### src/rtl/rv32imf_apu_arbiter.sv
// Round-robin arbiter sharing one FP wrapper among NUM_REQ APU requesters, with an
// in-order ID FIFO for result routing. Define RV32IMF_APU_ARB_PRIO_EN for strict requester-0 priority.
module rv32imf_apu_arbiter #(
    parameter int unsigned NUM_REQ         = 2,
    parameter int unsigned MAX_OUTSTANDING = 4
) (
    input  logic                              clk_i,
    input  logic                              rst_i,
    input  logic [NUM_REQ-1:0]                req_i,
    output logic [NUM_REQ-1:0]                gnt_o,
    input  logic [NUM_REQ-1:0][2:0][31:0]     operands_i,
    input  logic [NUM_REQ-1:0][5:0]           op_i,
    input  logic [NUM_REQ-1:0][14:0]          flags_i,
    output logic [NUM_REQ-1:0]                rvalid_o,
    output logic [31:0]                       rdata_o,
    output logic [4:0]                        rflags_o,
    output logic                              fpu_req_o,
    input  logic                              fpu_gnt_i,
    output logic [2:0][31:0]                  fpu_operands_o,
    output logic [5:0]                        fpu_op_o,
    output logic [14:0]                       fpu_flags_o,
    input  logic                              fpu_rvalid_i,
    input  logic [31:0]                       fpu_rdata_i,
    input  logic [4:0]                        fpu_rflags_i,
    output logic                              busy_o,
    output logic                              err_o
);

    localparam int unsigned IdW  = $clog2(NUM_REQ);
    localparam int unsigned PtrW = $clog2(MAX_OUTSTANDING);
    localparam int unsigned CntW = PtrW + 1;

    typedef enum logic {
        UNLOCKED,
        LOCKED
    } lock_state_e;

    typedef logic [IdW-1:0] id_t;

    lock_state_e     state_q, state_d;
    id_t             locked_id_q, locked_id_d;
    id_t             rr_ptr_q, rr_ptr_d;
    logic [PtrW-1:0] wr_ptr_q, wr_ptr_d;
    logic [PtrW-1:0] rd_ptr_q, rd_ptr_d;
    logic [CntW-1:0] cnt_q, cnt_d;
    logic            err_q, err_d;
    id_t             fifo_q [MAX_OUTSTANDING];

    id_t             sel;
    id_t             head;
    logic            full;
    logic            empty;
    logic            fpu_req;
    logic            handshake;
    logic            push;
    logic            pop;

    // First set bit of req at or above ptr, wrapping; returns ptr when nothing is requested.
    function automatic id_t rr_pick(input logic [NUM_REQ-1:0] req, input id_t ptr);
        id_t         pick;
        logic        found;
        int unsigned idx;
        pick  = ptr;
        found = 1'b0;
        for (int unsigned i = 0; i < NUM_REQ; i++) begin
            idx = (32'(ptr) + i) % NUM_REQ;
            if (!found && req[idx]) begin
                pick  = id_t'(idx);
                found = 1'b1;
            end
        end
        return pick;
    endfunction

    assign full  = (cnt_q == CntW'(MAX_OUTSTANDING));
    assign empty = (cnt_q == '0);
    assign head  = fifo_q[rd_ptr_q];

    always_comb begin
        if (state_q == LOCKED) begin
            sel = locked_id_q;
`ifdef RV32IMF_APU_ARB_PRIO_EN
        end else if (req_i[0]) begin
            sel = '0;
        end else begin
            sel = rr_pick(req_i & ~NUM_REQ'(1), rr_ptr_q);
`else
        end else begin
            sel = rr_pick(req_i, rr_ptr_q);
`endif
        end
    end

    // No full-bypass: a pop in the same cycle does not free a slot until the next cycle.
    assign fpu_req   = req_i[sel] & ~full;
    assign handshake = fpu_req & fpu_gnt_i;
    assign push      = handshake;
    assign pop       = fpu_rvalid_i & ~empty;

    assign fpu_operands_o = operands_i[sel];
    assign fpu_op_o       = op_i[sel];
    assign fpu_flags_o    = flags_i[sel];
    assign rdata_o        = fpu_rdata_i;
    assign rflags_o       = fpu_rflags_i;

    // Outputs are forced low while reset is held so the clock gate closes immediately.
    always_comb begin
        gnt_o    = '0;
        rvalid_o = '0;
        if (!rst_i) begin
            gnt_o[sel]     = handshake;
            rvalid_o[head] = pop;
        end
    end

    assign fpu_req_o = fpu_req & ~rst_i;
    assign busy_o    = ((cnt_q != '0) | (|req_i)) & ~rst_i;
    assign err_o     = err_q;

    // NOTE: every signal written here gets a default first so no latch is inferred.
    always_comb begin
        state_d     = state_q;
        locked_id_d = locked_id_q;
        rr_ptr_d    = rr_ptr_q;
        wr_ptr_d    = wr_ptr_q;
        rd_ptr_d    = rd_ptr_q;
        cnt_d       = cnt_q;
        err_d       = err_q;

        unique case (state_q)
            UNLOCKED: begin
                if (fpu_req && !fpu_gnt_i) begin
                    state_d     = LOCKED;
                    locked_id_d = sel;
                end
            end
            LOCKED: begin
                if (!req_i[locked_id_q]) begin
                    state_d = UNLOCKED;
                    err_d   = 1'b1;
                end else if (handshake) begin
                    state_d = UNLOCKED;
                end
            end
            default: state_d = UNLOCKED;
        endcase

`ifdef RV32IMF_APU_ARB_PRIO_EN
        if (handshake && sel != '0) begin
`else
        if (handshake) begin
`endif
            rr_ptr_d = id_t'((32'(sel) + 32'd1) % NUM_REQ);
        end

        if (push) begin
            wr_ptr_d = wr_ptr_q + PtrW'(1);
        end
        if (pop) begin
            rd_ptr_d = rd_ptr_q + PtrW'(1);
        end
        if (push && !pop) begin
            cnt_d = cnt_q + CntW'(1);
        end else if (pop && !push) begin
            cnt_d = cnt_q - CntW'(1);
        end

        if (fpu_rvalid_i && empty) begin
            err_d = 1'b1;
        end
    end

    // NOTE: state registers use non-blocking assignments so all flops update together at the edge.
    always_ff @(posedge clk_i or posedge rst_i) begin
        if (rst_i) begin
            state_q     <= UNLOCKED;
            locked_id_q <= '0;
            rr_ptr_q    <= '0;
            wr_ptr_q    <= '0;
            rd_ptr_q    <= '0;
            cnt_q       <= '0;
            err_q       <= 1'b0;
        end else begin
            state_q     <= state_d;
            locked_id_q <= locked_id_d;
            rr_ptr_q    <= rr_ptr_d;
            wr_ptr_q    <= wr_ptr_d;
            rd_ptr_q    <= rd_ptr_d;
            cnt_q       <= cnt_d;
            err_q       <= err_d;
        end
    end

    // NOTE: FIFO storage is not reset; entries are only read when cnt_q says they are valid.
    always_ff @(posedge clk_i) begin
        if (push) begin
            fifo_q[wr_ptr_q] <= sel;
        end
    end

endmodule

### config.mk
export PLATFORM = sky130hd
export DESIGN_NAME = rv32imf_apu_arbiter
export DESIGN_NICKNAME = d
export VERILOG_FILES = /design/src/rtl/rv32imf_apu_arbiter.sv
export SDC_FILE = /design/constraint.sdc
export NUM_CORES = 1
export LEC_CHECK = 0
export CORE_AREA = 4 4 166 168
export DETAILED_ROUTE_END_ITERATION = 8
export DIE_AREA = 0 0 170 172
export GPL_TIMING_DRIVEN = 1
export PLACE_DENSITY_LB_ADDON = 0.05
export SLEW_MARGIN = 25
export SYNTH_ARGS = -nofsm -noshare
export SYNTH_HDL_FRONTEND = slang
export SYNTH_SLANG_ARGS = --single-unit
### constraint.sdc
create_clock -name clk_i -period 3.9 [get_ports clk_i]
set_input_delay 0.39 -clock clk_i [delete_from_list [all_inputs] [get_ports clk_i]]
set_output_delay 0.39 -clock clk_i [all_outputs]
set_load 0.1 [all_outputs]
==> impl_metrics.csv, run 1 <==
group,metric,value,unit
outcome,status,"finished, final reports clean",
drt,via_per_inst,3.50,
critical_path,worstPathMaxFanout,70,
global_routing,antenna_found_initial,4,
logic_synthesis,seq_area_frac_synth,15.5,%
finish,layout.nets,845,
critical_path,cpMaxStageDelayCell,"clkdlybuf4s50_1",
logic_synthesis,ys_warn_count,0,
logic_synthesis,synthMuxAreaShare,53.2,%
critical_path,worstPathRequired,3510,ps
logic_synthesis,synth-simple-area-share,5.82,%
die,io_pins,438,
clocking,clockRootBuffer,"clkbuf_16",
clocking,clkSlewWorstSetupHoldPaths,50,ps
global_routing,track_usage,11.0,%
clocking,post_cts_buffers,0,
critical_path,cp-startpoint,"req_i[0]",
global_routing,grt_max_degree,71,
timing,fmax,0.343,GHz
clocking,hold_buffers,0,
die,start_util,9.87,%
timing,rsz0062_at_grt,"false",
critical_path,cp_cell_sequence,"clkdlybuf4s50_1 -> inv_2 -> a21oi_2 -> o31ai_4 -> buf_12 -> mux2_1 -> buf_4",
critical_path,arrival,2530,ps
logic_synthesis,synth.ff_latch_count,15,
critical_path,max_stage_delay,490,ps
finish,drive_gt1_share,29.9,%
clocking,clock_latency,240,ps
drt,ant_nets,0,
critical_path,worstSetupPathType,"in -> out",
place,numPortBuffers,363,
critical_path,r2r_setup_slack,1440,ps
logic_synthesis,ys_types,35,
drt,first_pass_iters,4,
logic_synthesis,synth_compound_area_share,3.52,%
clocking,numCtsBuffers,3,
logic_synthesis,syn-num-nets,525,
clocking,h-tree-depth,1,
power_and_ir_drop,powerDensity,945,nW/um^2
die,die_w,170,um
drt,drc,0,
logic_synthesis,synth-xor-area-share,2.05,%
clocking,tritoncts,"done",
power_and_ir_drop,power_leakage,2.52,nW
clocking,cts_sinks,15,
finish,layout_common_cells,"clkdlybuf4s50_1, buf_4, mux2_1, mux2_2, buf_12",
drt,routed-via-count,3138,
drt,totalWireLength,18.1,mm
critical_path,worstRegToRegCells,9,
global_routing,grt_pass1_wl,23.7,mm
power_and_ir_drop,vdd_drop_max,0.000480,V
timing,slew_headroom,35.0,%
place,routabilityCongestion,0.830,
die,core-area,25900,sq um
clocking,cts_buffer_depth,2,
timing,finalWorstSetupSlack,985,ps
die,num_rows,59,
timing,drv_slew,0,
hold_path,hp-class,"reg -> reg",
place,post-place-ws,960,ps
flow_run,cap_violations,0,
timing,tightest_slew,972,ps
timing,finalCritPeriodShare,74.8,%
critical_path,cp-end-kind,"output pin",
critical_path,endpoint,"fpu_operands_o[20]",
clocking,cts_resized,0,
timing,hold_violations,0,
finish,area_delta_synth_final,147,%
die,fp.dieArea,29200,sq um
drt,wl_per_cell,20.2,um
logic_synthesis,synth_cells,242,
critical_path,crit_path_start_kind,"input port",
timing,finalSetupTns,0,ps
global_routing,grt_overflow,0,
global_routing,grt_pass1_vias,3357,
logic_synthesis,synth.avg_cell_area,10.6,sq um
power_and_ir_drop,power,5.97,mW
place,dp_hpwl,16.2,mm
timing,finalSetupViolCount,0,
finish,utilization,24.4,%
timing,finClkSkew,1.36,ps
logic_synthesis,synthAdderAreaFrac,3.23,%
logic_synthesis,synth_top_family_by_area,"multiplexers",
finish,n_antenna_cell,0,
drt,drt-initial-drc-count,54,
critical_path,reg2reg_from,"state_q",
die,die_h,172,um
finish,layout_commonest_cell,"clkdlybuf4s50_1",
logic_synthesis,synthesis.area,2560,sq um
critical_path,reg2reg_to,"cnt_q[2]",
timing,period_minus_slack,2920,ps
==> routing by layer <==
layer | up-vias | share of wire [%] | global-route usage, % | wire length (um)
met5 | - | 0.33 | 0 | 60
met4 | 8 | 0.34 | 1.08 | 61
met2 | 194 | 53 | 20.6 | 9630
met3 | 12 | 12 | 5.12 | 2180
met1 | 1454 | 34 | 11.7 | 6210
li1 | 1470 | - | - | -
==> metrics by stage <==
stage / instances / area, sq um / hold WS (ps)
2_1_floorplan: 242 / 2560 / 248
3_3_place_gp: 892 / 6240 / 480
3_5_place_dp: 892 / 6240 / 473
4_1_cts: 896 / 6320 / 488
5_1_grt: 896 / 6320 / 519
6_report: 896 / 6320 / 479
==> logic make-up (layout without fill, tap and decap cells) <==
group	count (synthesis)	count (layout)
flip-flops	15	15
multiplexers	120	120
XOR/XNOR	6	6
AO/OA/AOI/OAI	11	11
AND/OR/NAND/NOR	27	27
buffers and inverters	57	376
adder cells (fa/ha/maj)	6	6
==> synthesized netlist by cell type <==
library cell,count,share of area [%]
buf_2,3,0.59
o311ai_0,1,0.34
mux2_2,32,14
xor2_1,3,1.0
buf_6,9,4.0
or3b_2,1,0.34
nor4_1,1,0.24
a21oi_1,1,0.20
nor2_2,1,0.24
and2_1,5,1.2
mux2i_1,1,0.39
nor3b_1,2,0.59
nor3_1,4,0.78
buf_4,38,11
xnor2_1,3,1.0
nor2_1,4,0.59
a31oi_1,1,0.24
nand2b_1,2,0.49
edfxtp_1,4,4.7
fa_1,1,0.78
dfrtp_1,11,11
o31ai_4,1,0.83
or3_1,1,0.24
nand2_1,5,0.73
a21boi_0,1,0.29
and4_1,1,0.34
inv_1,6,0.88
inv_2,1,0.15
mux4_2,1,0.88
o22ai_1,2,0.49
ha_1,5,2.4
mux2_1,86,38
o21ai_0,2,0.39
a21oi_2,1,0.34
a221o_1,1,0.39
==> critical path, delay by kind of cell <==
kind	cells	cell delay [ps]
multiplexers	1	380
buffers and inverters	4	1230
AO/OA/AOI/OAI	2	410
==> sequential cells by signal, indices dropped and copies added, names as in the netlist <==
register	flops
fifo_q	4
cnt_q	3
rr_ptr_q	1
wr_ptr_q	2
err_o	1
state_q	1
rd_ptr_q	2
locked_id_q	1
==> layout make-up <==
cell class,count,area (sq um)
Clock buffer,3,75.1
Sequential cell,15,395
Tap cell,335,419
Fill cell,2772,19600
Timing Repair Buffer,365,3650
Clock inverter,1,5.00
Inverter,7,26.3
Multi-Input combinational cell,170,1740
==> worst min-delay path by stage <==
| stage | start | to | depth (start not counted) |
|---|---|---|---|
| 2_1_floorplan | rst_i | cnt_q[0] | 1 |
| 3_3_place_gp | rd_ptr_q[1] | rd_ptr_q[1] | 1 |
| 3_5_place_dp | err_o | err_o | 1 |
| 4_1_cts | rd_ptr_q[1] | rd_ptr_q[1] | 1 |
| 5_1_grt | err_o | err_o | 1 |
| 6_report | rd_ptr_q[1] | rd_ptr_q[1] | 1 |
==> power breakdown <==
group | switching (mW) | total (mW) | internal (mW)
Sequential | 0.0716 | 0.303 | 0.231
Clock | 0.0608 | 0.198 | 0.137
Combinational | 3.98 | 5.47 | 1.49
Total | 4.11 | 5.97 | 1.86
Note: power is estimated with default switching activity, not from simulation.
==> run 2, diff against run 1 <==
- CORE_AREA: 4 4 166 168 -> 4 4 169 171
- DIE_AREA: 0 0 170 172 -> 0 0 173 175
- clock period: 3.9 -> 3 ns (I/O delays scaled with it)
==> run 2 against run 1 <==
Non-clock buffer count up 2. Total power grew 53%. Setup slack worse by 670 ps. Final cell count is 0.89% higher. Global-route usage up 0.39 points. Sequential power rose by 30%. Worst hold slack better by 2.9 ps. Combinational power grew 55%. Sequential cell count unchanged. Critical endpoint is now fpu_operands_o[41]. Largest power group unchanged.
==> impl_metrics.csv, run 2 (same netlist as run 1, synthesis figures left out) <==
group,metric,value,unit
outcome,status,"finished, final reports clean",
timing,drv_slew,0,
place,dp_hpwl,16.6,mm
drt,ant_nets,0,
power_and_ir_drop,p_int,3.54,mW
finish,largest_register,"fifo_q",
power_and_ir_drop,seq_power_share,4.3,%
critical_path,worstRegToRegCells,8,
drt,wl_per_cell,20.4,um
drt,via_per_inst,3.53,
timing,finalSetupTns,0,ps
power_and_ir_drop,pwr-share-clk,2.9,%
timing,fmax,0.372,GHz
finish,n_antenna_cell,0,
drt,first_pass_iters,4,
global_routing,grt_util_met3,5.13,%
timing,rsz0062_at_grt,"false",
critical_path,worstPathMaxFanout,67,
critical_path,crit_path_start_kind,"input port",
place,numPortBuffers,363,
timing,tightest_slew,430,ps
die,die_h,175,um
critical_path,worstSetupPathType,"in -> out",
critical_path,reg2reg_from,"cnt_q[1]",
hold_path,hold-path-endpoint,"rd_ptr_q[1]",
timing,finalSetupViolCount,0,
power_and_ir_drop,p_comb_share,92.8,%
hold_path,hp-class,"reg -> reg",
power_and_ir_drop,power.switching,5.60,mW
timing,hold_slack,482,ps
clocking,cts_buffer_depth,2,
power_and_ir_drop,power_leakage,2.98,nW
finish,largest_reg_flops,4,
finish,n_fill_cell,2783,
clocking,numCtsBuffers,3,
die,io_pins,438,
global_routing,grt_pass1_wl,25.5,mm
timing,period_minus_slack,2690,ps
clocking,hold_buffers,0,
timing,hold_violations,0,
finish,area_delta_synth_final,195,%
hold_path,hold_start,"rd_ptr_q[1]",
die,num_rows,60,
critical_path,arrival,2390,ps
power_and_ir_drop,powerDensity,1210,nW/um^2
critical_path,crit_path_frequent_cell,"buf_12",
global_routing,grt_pass1_vias,3446,
place,routabilityCongestion,0.759,
clocking,clkSlewWorstSetupHoldPaths,50,ps
clocking,cts_sinks,15,
timing,finClkSkew,1.86,ps
hold_path,holdPathStages,1,
critical_path,max_stage_delay,500,ps
timing,slew_headroom,71.3,%
critical_path,cp_cell_sequence,"clkdlybuf4s50_1 -> inv_2 -> a21oi_2 -> o31ai_4 -> buf_12 -> mux2_1 -> buf_12",
clocking,h-tree-depth,1,
die,start_util,9.52,%
clocking,clockRootBuffer,"clkbuf_16",
power_and_ir_drop,switching_share,61.3,%
finish,layout_common_cells,"clkdlybuf4s50_1, buf_12, mux2_1, mux2_2, dfrtp_1",
global_routing,top_usage_layer,"met2",
die,fp.dieArea,30300,sq um
global_routing,antenna_found_initial,5,
clocking,tritoncts,"done",
power_and_ir_drop,vdd_drop_max,0.000411,V
clocking,clock_latency,240,ps
global_routing,grt_max_degree,68,
finish,layout_commonest_cell,"clkdlybuf4s50_1",
global_routing,track_usage,11.4,%
clocking,cts_resized,0,
critical_path,cpMaxStageDelayCell,"clkdlybuf4s50_1",
drt,totalWireLength,18.4,mm
die,die_w,173,um
finish,drive_gt1_share,30.9,%
flow_run,cap_violations,0,
global_routing,grt_overflow,0,
finish,reg.largest.list,"fifo_q x4, cnt_q x3",
clocking,post_cts_buffers,0,
finish,layout.nets,847,
drt,drc,0,
drt,routed-via-count,3189,
global_routing,met1_usage,11.3,%
global_routing,grt_util_met2,22.4,%
critical_path,reg2reg_to,"cnt_q[2]",
drt,drt-initial-drc-count,62,
timing,finalCritPeriodShare,89.7,%
critical_path,cp-end-kind,"output pin",
critical_path,worstPathRequired,2700,ps
critical_path,r2r_setup_slack,690,ps
die,core-area,26900,sq um
## run 2: changes by cell type in the layout (fill, tap and decap cells not counted), sizes merged
cell,delta
buf,+3
clkdlybuf4s50,-1
## run 2: worst max-delay path, delay by kind of cell
kind | cells | cell delay (ps)
AO/OA/AOI/OAI | 2 | 410
buffers and inverters | 4 | 1190
multiplexers | 1 | 410
## run 2: per-stage QoR
stage	instances	instance area, sq um	setup WS [ps]	total power [mW]	utilization (%)
final	904	7550	310	9.13	28.1
after CTS	904	7550	288	9.24	28.1
after global placement	900	7470	317	8.97	27.8
after global routing	904	7550	196	9.42	28.1
after floorplan	242	2580	68.2	6.05	-
after detailed placement	900	7470	296	8.96	27.8
## run 2: area by class of cell
type                            count  area, sq um  share of cell area (%)
Clock buffer                        3         75.1                   0.994
Tap cell                          341          427                    5.65
Sequential cell                    15          395                    5.24
Inverter                            7         26.3                   0.348
Multi-Input combinational cell    170         1760                    23.3
Clock inverter                      1         5.00                  0.0663
Timing Repair Buffer              367         4870                    64.4
## run 2: worst max-delay path by stage
stage,startpoint,to,slack (ps),cells after the start
CTS,req_i[0],fpu_operands_o[16],290,7
finish,req_i[0],fpu_operands_o[41],310,7
global route,req_i[0],fpu_operands_o[77],200,7
floorplan,rr_ptr_q,gnt_o[0],70,5
global placement,req_i[0],fpu_operands_o[42],320,7
detailed placement,req_i[0],fpu_operands_o[16],300,7
## run 2: metal layers
| layer | vias to the layer above | part of all wire (%) |
|---|---|---|
| met5 | - | 0.31 |
| met4 | 8 | 0.87 |
| met3 | 16 | 10 |
| met2 | 195 | 56 |
| met1 | 1495 | 33 |
| li1 | 1475 | - |
## run 2: power groups by stage
stage          sequential, mW  combinational, mW  clock [mW]
4_1_cts                 0.395               8.58       0.268
3_5_place_dp            0.398               8.57           0
2_1_floorplan           0.371               5.68           0
6_report                0.394               8.48       0.262
3_3_place_gp            0.392               8.58           0
5_1_grt                 0.406               8.73       0.278
